==> config.mk <==
export PLATFORM = sky130hd
export DESIGN_NAME = wheel_pwm_driver
export DESIGN_NICKNAME = d
export VERILOG_FILES = /design/src/rtl/wheel_pwm_driver.sv
export SDC_FILE = /design/constraint.sdc
export NUM_CORES = 1
export LEC_CHECK = 0
export ABC_AREA = 1
export CORE_MARGIN = 2
export CORE_UTILIZATION = 35
export CTS_BUF_LIST = sky130_fd_sc_hd__clkbuf_4
export DETAILED_ROUTE_END_ITERATION = 6
export DONT_BUFFER_PORTS = 1
export PLACE_DENSITY = 0.5
export SLEW_MARGIN = 5
export SYNTH_ARGS = -nofsm -noshare
export SYNTH_HDL_FRONTEND = slang
export SYNTH_SLANG_ARGS = --single-unit
==> constraint.sdc <==
create_clock -name clk -period 3 [get_ports clk]
set_input_delay 0.75 -clock clk [delete_from_list [all_inputs] [get_ports clk]]
set_output_delay 0.75 -clock clk [all_outputs]
set_load 0.1 [all_outputs]
==> src/rtl/wheel_pwm_driver.sv <==
// wheel_pwm_driver: two-wheel PWM driver with duty ramping, dead time on reversal and emergency stop
// Ports:
//   clk, rst                  rising-edge clock, synchronous active-high reset
//   bin_speed_wheel1/2 [2:0]  per-wheel command: bit2 direction (0 fwd, 1 rev), bits1:0 speed code
//   estop                     level-sensitive emergency stop
//   pwm_l/pwm_r               registered PWM drive
//   dir_l/dir_r               registered H-bridge direction
//   duty_l/duty_r [7:0]       currently applied duty
//   busy                      either wheel ramping or in dead time
module wheel_pwm_driver #(
    parameter int RAMP_DIV  = 1000,
    parameter int RAMP_STEP = 5,
    parameter int DEADTIME  = 16
) (
    input  logic       clk,
    input  logic       rst,
    input  logic [2:0] bin_speed_wheel1,
    input  logic [2:0] bin_speed_wheel2,
    input  logic       estop,
    output logic       pwm_l,
    output logic       pwm_r,
    output logic       dir_l,
    output logic       dir_r,
    output logic [7:0] duty_l,
    output logic [7:0] duty_r,
    output logic       busy
);
    localparam int PW = (RAMP_DIV > 1) ? $clog2(RAMP_DIV) : 1;
    localparam int DW = $clog2(DEADTIME + 1);

    typedef enum logic {RUN, DEAD} state_t;

    logic [7:0]    r_pwm_cnt;
    logic [PW-1:0] r_pre;
    logic          w_tick;
    logic [2:0]    w_cmd [2];
    logic [1:0]    w_pwm;
    logic [1:0]    w_dir;
    logic [1:0]    w_busy;
    logic [7:0]    w_duty [2];

    assign w_cmd[0] = bin_speed_wheel1;
    assign w_cmd[1] = bin_speed_wheel2;
    assign w_tick   = (r_pre == PW'(RAMP_DIV - 1));

    always_ff @(posedge clk) begin
        if (rst) begin
            r_pwm_cnt <= 8'd0;
            r_pre     <= '0;
        end else begin
            r_pwm_cnt <= (r_pwm_cnt == 8'd254) ? 8'd0 : r_pwm_cnt + 8'd1;
            r_pre     <= w_tick ? '0 : r_pre + PW'(1);
        end
    end

    for (genvar w = 0; w < 2; w++) begin : g_wheel
        state_t        r_state, w_state_nxt;
        logic [DW-1:0] r_dead, w_dead_nxt;
        logic [7:0]    r_duty, w_duty_nxt;
        logic          r_dir, w_dir_nxt;
        logic          r_pwm;
        logic [7:0]    w_tab, w_eff, w_ramp;
        logic [8:0]    w_up;
        logic          w_dn_big;

        always_comb begin
            w_tab = w_cmd[w][1] ? (w_cmd[w][0] ? 8'd255 : 8'd170) : (w_cmd[w][0] ? 8'd85 : 8'd0);
            // A pending reversal ramps to zero first; the new direction is only applied after dead time
            w_eff = (w_cmd[w][2] == r_dir) ? w_tab : 8'd0;
            // 9-bit arithmetic saturates exactly at the target without 8-bit wrap
            w_up = {1'b0, r_duty} + 9'(RAMP_STEP);
            w_dn_big = {1'b0, r_duty} > ({1'b0, w_eff} + 9'(RAMP_STEP));
            w_ramp = (r_duty < w_eff) ? ((w_up >= {1'b0, w_eff}) ? w_eff : w_up[7:0])
                                      : (w_dn_big ? r_duty - 8'(RAMP_STEP) : w_eff);
            w_state_nxt = r_state;
            w_dead_nxt = r_dead;
            w_duty_nxt = r_duty;
            w_dir_nxt = r_dir;
            if (estop) begin
                w_state_nxt = RUN;
                w_dead_nxt = '0;
                w_duty_nxt = 8'd0;
            end else if (r_state == DEAD) begin
                w_dead_nxt = r_dead - DW'(1);
                w_duty_nxt = 8'd0;
                if (r_dead == DW'(1)) begin
                    w_state_nxt = RUN;
                    w_dir_nxt = w_cmd[w][2];
                end
            end else if (r_duty == 8'd0 && w_cmd[w][2] != r_dir) begin
                w_state_nxt = DEAD;
                w_dead_nxt = DW'(DEADTIME);
            end else if (w_tick) begin
                w_duty_nxt = w_ramp;
            end
        end

        always_ff @(posedge clk) begin
            if (rst) begin
                r_state <= RUN;
                r_dead  <= '0;
                r_duty  <= 8'd0;
                r_dir   <= 1'b0;
                r_pwm   <= 1'b0;
            end else begin
                r_state <= w_state_nxt;
                r_dead  <= w_dead_nxt;
                r_duty  <= w_duty_nxt;
                r_dir   <= w_dir_nxt;
                r_pwm   <= !estop && (r_pwm_cnt < r_duty);
            end
        end

        assign w_pwm[w]  = r_pwm;
        assign w_dir[w]  = r_dir;
        assign w_duty[w] = r_duty;
        assign w_busy[w] = (r_state == DEAD) || (r_duty != w_eff);
    end

    assign pwm_l  = w_pwm[0];
    assign pwm_r  = w_pwm[1];
    assign dir_l  = w_dir[0];
    assign dir_r  = w_dir[1];
    assign duty_l = w_duty[0];
    assign duty_r = w_duty[1];
    assign busy   = |w_busy;
endmodule

==> run_results.csv <==
group,metric,value,unit
final_layout,final_common_cell,"nand2_1",
critical_path,reg2reg_depth,18,
clock_tree,cts_root_buffer,"clkbuf_4",
logic_synthesis,ys.flop_type,"dfxtp_1",
power,pwr_density_cell,252,mW/mm^2
final_layout,final_layout_size_suffix_gt1_share,14.5,%
clock_tree,cts_buffers,5,
clock_tree,clk_pin_slew,0.15,ns
min_path,worstHoldStart,"rst",
logic_synthesis,yosysWarnings,0,
min_path,hold_depth,1,
final_layout,final_net_count,844,
detailed_routing,top_layer,"met4",
logic_synthesis,ys_seq_area_share,21.0,%
logic_synthesis,syn_area,0.00476,mm^2
floorplan,die_y,121,um
detailed_routing,via_per_inst,5.05,
detailed_routing,route.detailed.drc,0,
timing,fmax,350,MHz
detailed_routing,drt_iter0_drc,251,
place,place_worst_setup_slack,0.00138,ns
clock_tree,cts_tree,"done",
timing,slew_headroom,36.8,%
timing,post-route-period-util,95.3,%
critical_path,critPathMaxFanout,5,
timing,setup_viol,0,
timing,hold_viol,0,
place,portBuffers,0,
timing,worstMarginPinSlew,0.946,ns
detailed_routing,wl_met3,713,um
detailed_routing,routed-wl-met2,6640,um
critical_path,cp-end-kind,"primary output",
place,placed_area,0.00535,mm^2
global_route,antenna_found_initial,0,
final_layout,final_cell_area,0.00554,mm^2
global_route,grt_usage,19.1,%
timing,setup_slack,0.142,ns
floorplan,coreArea,0.0132,mm^2
final_layout,layout_common_cells,"nand2_1, inv_1, nand3_1, ha_1",
floorplan,rows,42,
detailed_routing,dr.pass1.iters,5,
critical_path,critPathMaxStageDelay,0.39,ns
status,status,"finished clean",
logic_synthesis,async_flop_share,0,%
detailed_routing,wl_met1,6080,um
global_route,grt_max_degree,17,
final_layout,area_growth,16.4,%
detailed_routing,ant_nets,0,
floorplan,fp.dieW,121,um
logic_synthesis,avgSynthCellArea,6.75,um^2
critical_path,critPathKind,"flop to primary output",
timing,final_max_slew_viol_count,0,
final_layout,nFillCells,1394,
critical_path,critPathSlowestCell,"dfxtp_4",
detailed_routing,vias,4692,
clock_tree,cts.sinks,50,
logic_synthesis,synth-seq-cells,50,
power,p_leak,2.74,nW
floorplan,dieArea,0.0146,mm^2
critical_path,required,2.25,ns
logic_synthesis,yosysUniqueCellTypes,42,
floorplan,pin_count,30,
timing,clock_skew,0.0221,ns
power,vdd_drop_max,0.000243,V
min_path,hold_path.class,"primary input to flop",
detailed_routing,wl_per_cell,14.6,um
detailed_routing,wl,13600,um
critical_path,regToRegStartpoint,"dir_l",
place,gp_congestion,0.951,
final_layout,num_antenna_cells,0,
global_route,overflow,0,
clock_tree,clk-insertion-delay-late,0.41,ns
critical_path,cp.arrival,2.11,ns
logic_synthesis,netlist_instances,706,
run,maxCapViolCount,0,
global_route,grt_pass1_vias,4486,
floorplan,start_util,36.0,%
critical_path,path_cells,"xor2_4 -> nor2_4 -> inv_4 -> ha_4 -> nand2_2 -> nor4_2 -> nand4_1 -> buf_12",
critical_path,critPathLaunchType,"flop",
logic_synthesis,synth-edff-count,0,
clock_tree,htreeDepth,2,
place,dp_hpwl,11000,um
critical_path,setup.worst_path.start,"dir_l",
logic_synthesis,synthesis.nets,798,
clock_tree,clk_path_buf_depth,2,
timing,min_period,2.86,ns
global_route,grt_pass1_wl,22100,um
-- kinds of logic after synthesis --
group | share of synthesized area (%)
compound gates | 11.8
xor+xnor | 3.68
fa+ha+maj | 21.8
buf+inv | 8.67
flops | 21.0
simple gates | 33.0
-- per-stage QoR --
stage	total power, mW	util, %	hold WS, ns	setup TNS [ns]	std cells
after floorplan	0.895	-	0.418	-0.442	706
after global placement	0.964	40.4	0.430	0	918
after detailed placement	0.970	40.4	0.436	0	918
after CTS	1.41	41.1	0.343	0	927
after global routing	1.48	41.9	0.336	-0.0551	929
final	1.40	41.9	0.383	0	929
-- per-layer routing --
| layer | track usage (%) | vias up |
|---|---|---|
| li1 | - | 2440 |
| met1 | 24.1 | 2138 |
| met2 | 33.3 | 102 |
| met3 | 3.63 | 12 |
| met4 | 5.01 | 0 |
| met5 | 0 | - |
-- path summary, 6_finish.rpt --
path	to	slack, ns
setup reg to reg	duty_l[3]	0.29
hold reg to reg	r_pre[0]	0.47
setup / recovery	busy	0.14
hold / removal	dir_l	0.38
-- critical path: cells and delay by family, from the launching register on --
kind / cells / cell delay (ns)
simple gates: 4 / 0.59
flops: 1 / 0.39
buf+inv: 2 / 0.28
fa+ha+maj: 1 / 0.26
xor+xnor: 1 / 0.18
-- cell usage after synthesis, types with 3 or more instances --
cell     number  area, um^2
nor3b_1       5        37.5
ha_1         83        1040
inv_1        96         360
nand2_4       3        33.8
inv_2         5        18.8
nand3_1      80         400
nand4_1      12        75.1
nand2_2       3        18.8
a21oi_1      53         265
nor4_1        3        18.8
nand2_1     158         593
xor2_1       17         149
xnor2_1       3        26.3
or2_2         4        25.0
nand3_2       6        60.1
nor2_2        4        25.0
dfxtp_1      50        1000
nor3_1        6        30.0
o21ai_1       5        25.0
o21ai_0      24         120
nor2_1       57         214
-- report_power, final --
part / switching, mW / internal [mW] / leakage, nW
clock network: 0.250 / 0.177 / 0.0456
logic: 0.163 / 0.103 / 2.28
registers: 0.0253 / 0.677 / 0.408
-- final cells by class --
class / count / area, um^2 / share of cell area (%)
inverters: 104 / 397 / 7.16
flip-flops and latches: 50 / 1010 / 18.2
well taps: 176 / 220 / 3.97
repair buffers: 43 / 335 / 6.05
multi-input cells: 548 / 3500 / 63.1
clock buffers: 5 / 37.5 / 0.677
clock inverters: 3 / 43.8 / 0.790
-- flip-flops by register name (all words and copies together), names as in the netlist --
name and cells:
dir_r 1, duty_r 8, r_pwm_cnt 8, duty_l 8, g_wheel.r_state 2, pwm_r 1, r_pre 10, dir_l 1
pwm_l 1, g_wheel.r_dead 10
-- what timing repair did --
item / 4_1_cts / 5_1_grt
setup buffers: 1 / 2
hold buffers: 0 / 0
endpoints found under the setup margin: 1 / 1
resized for setup: 2 / 15
pin swaps: 2 / 6
Note: power is estimated with default switching activity, not from simulation.
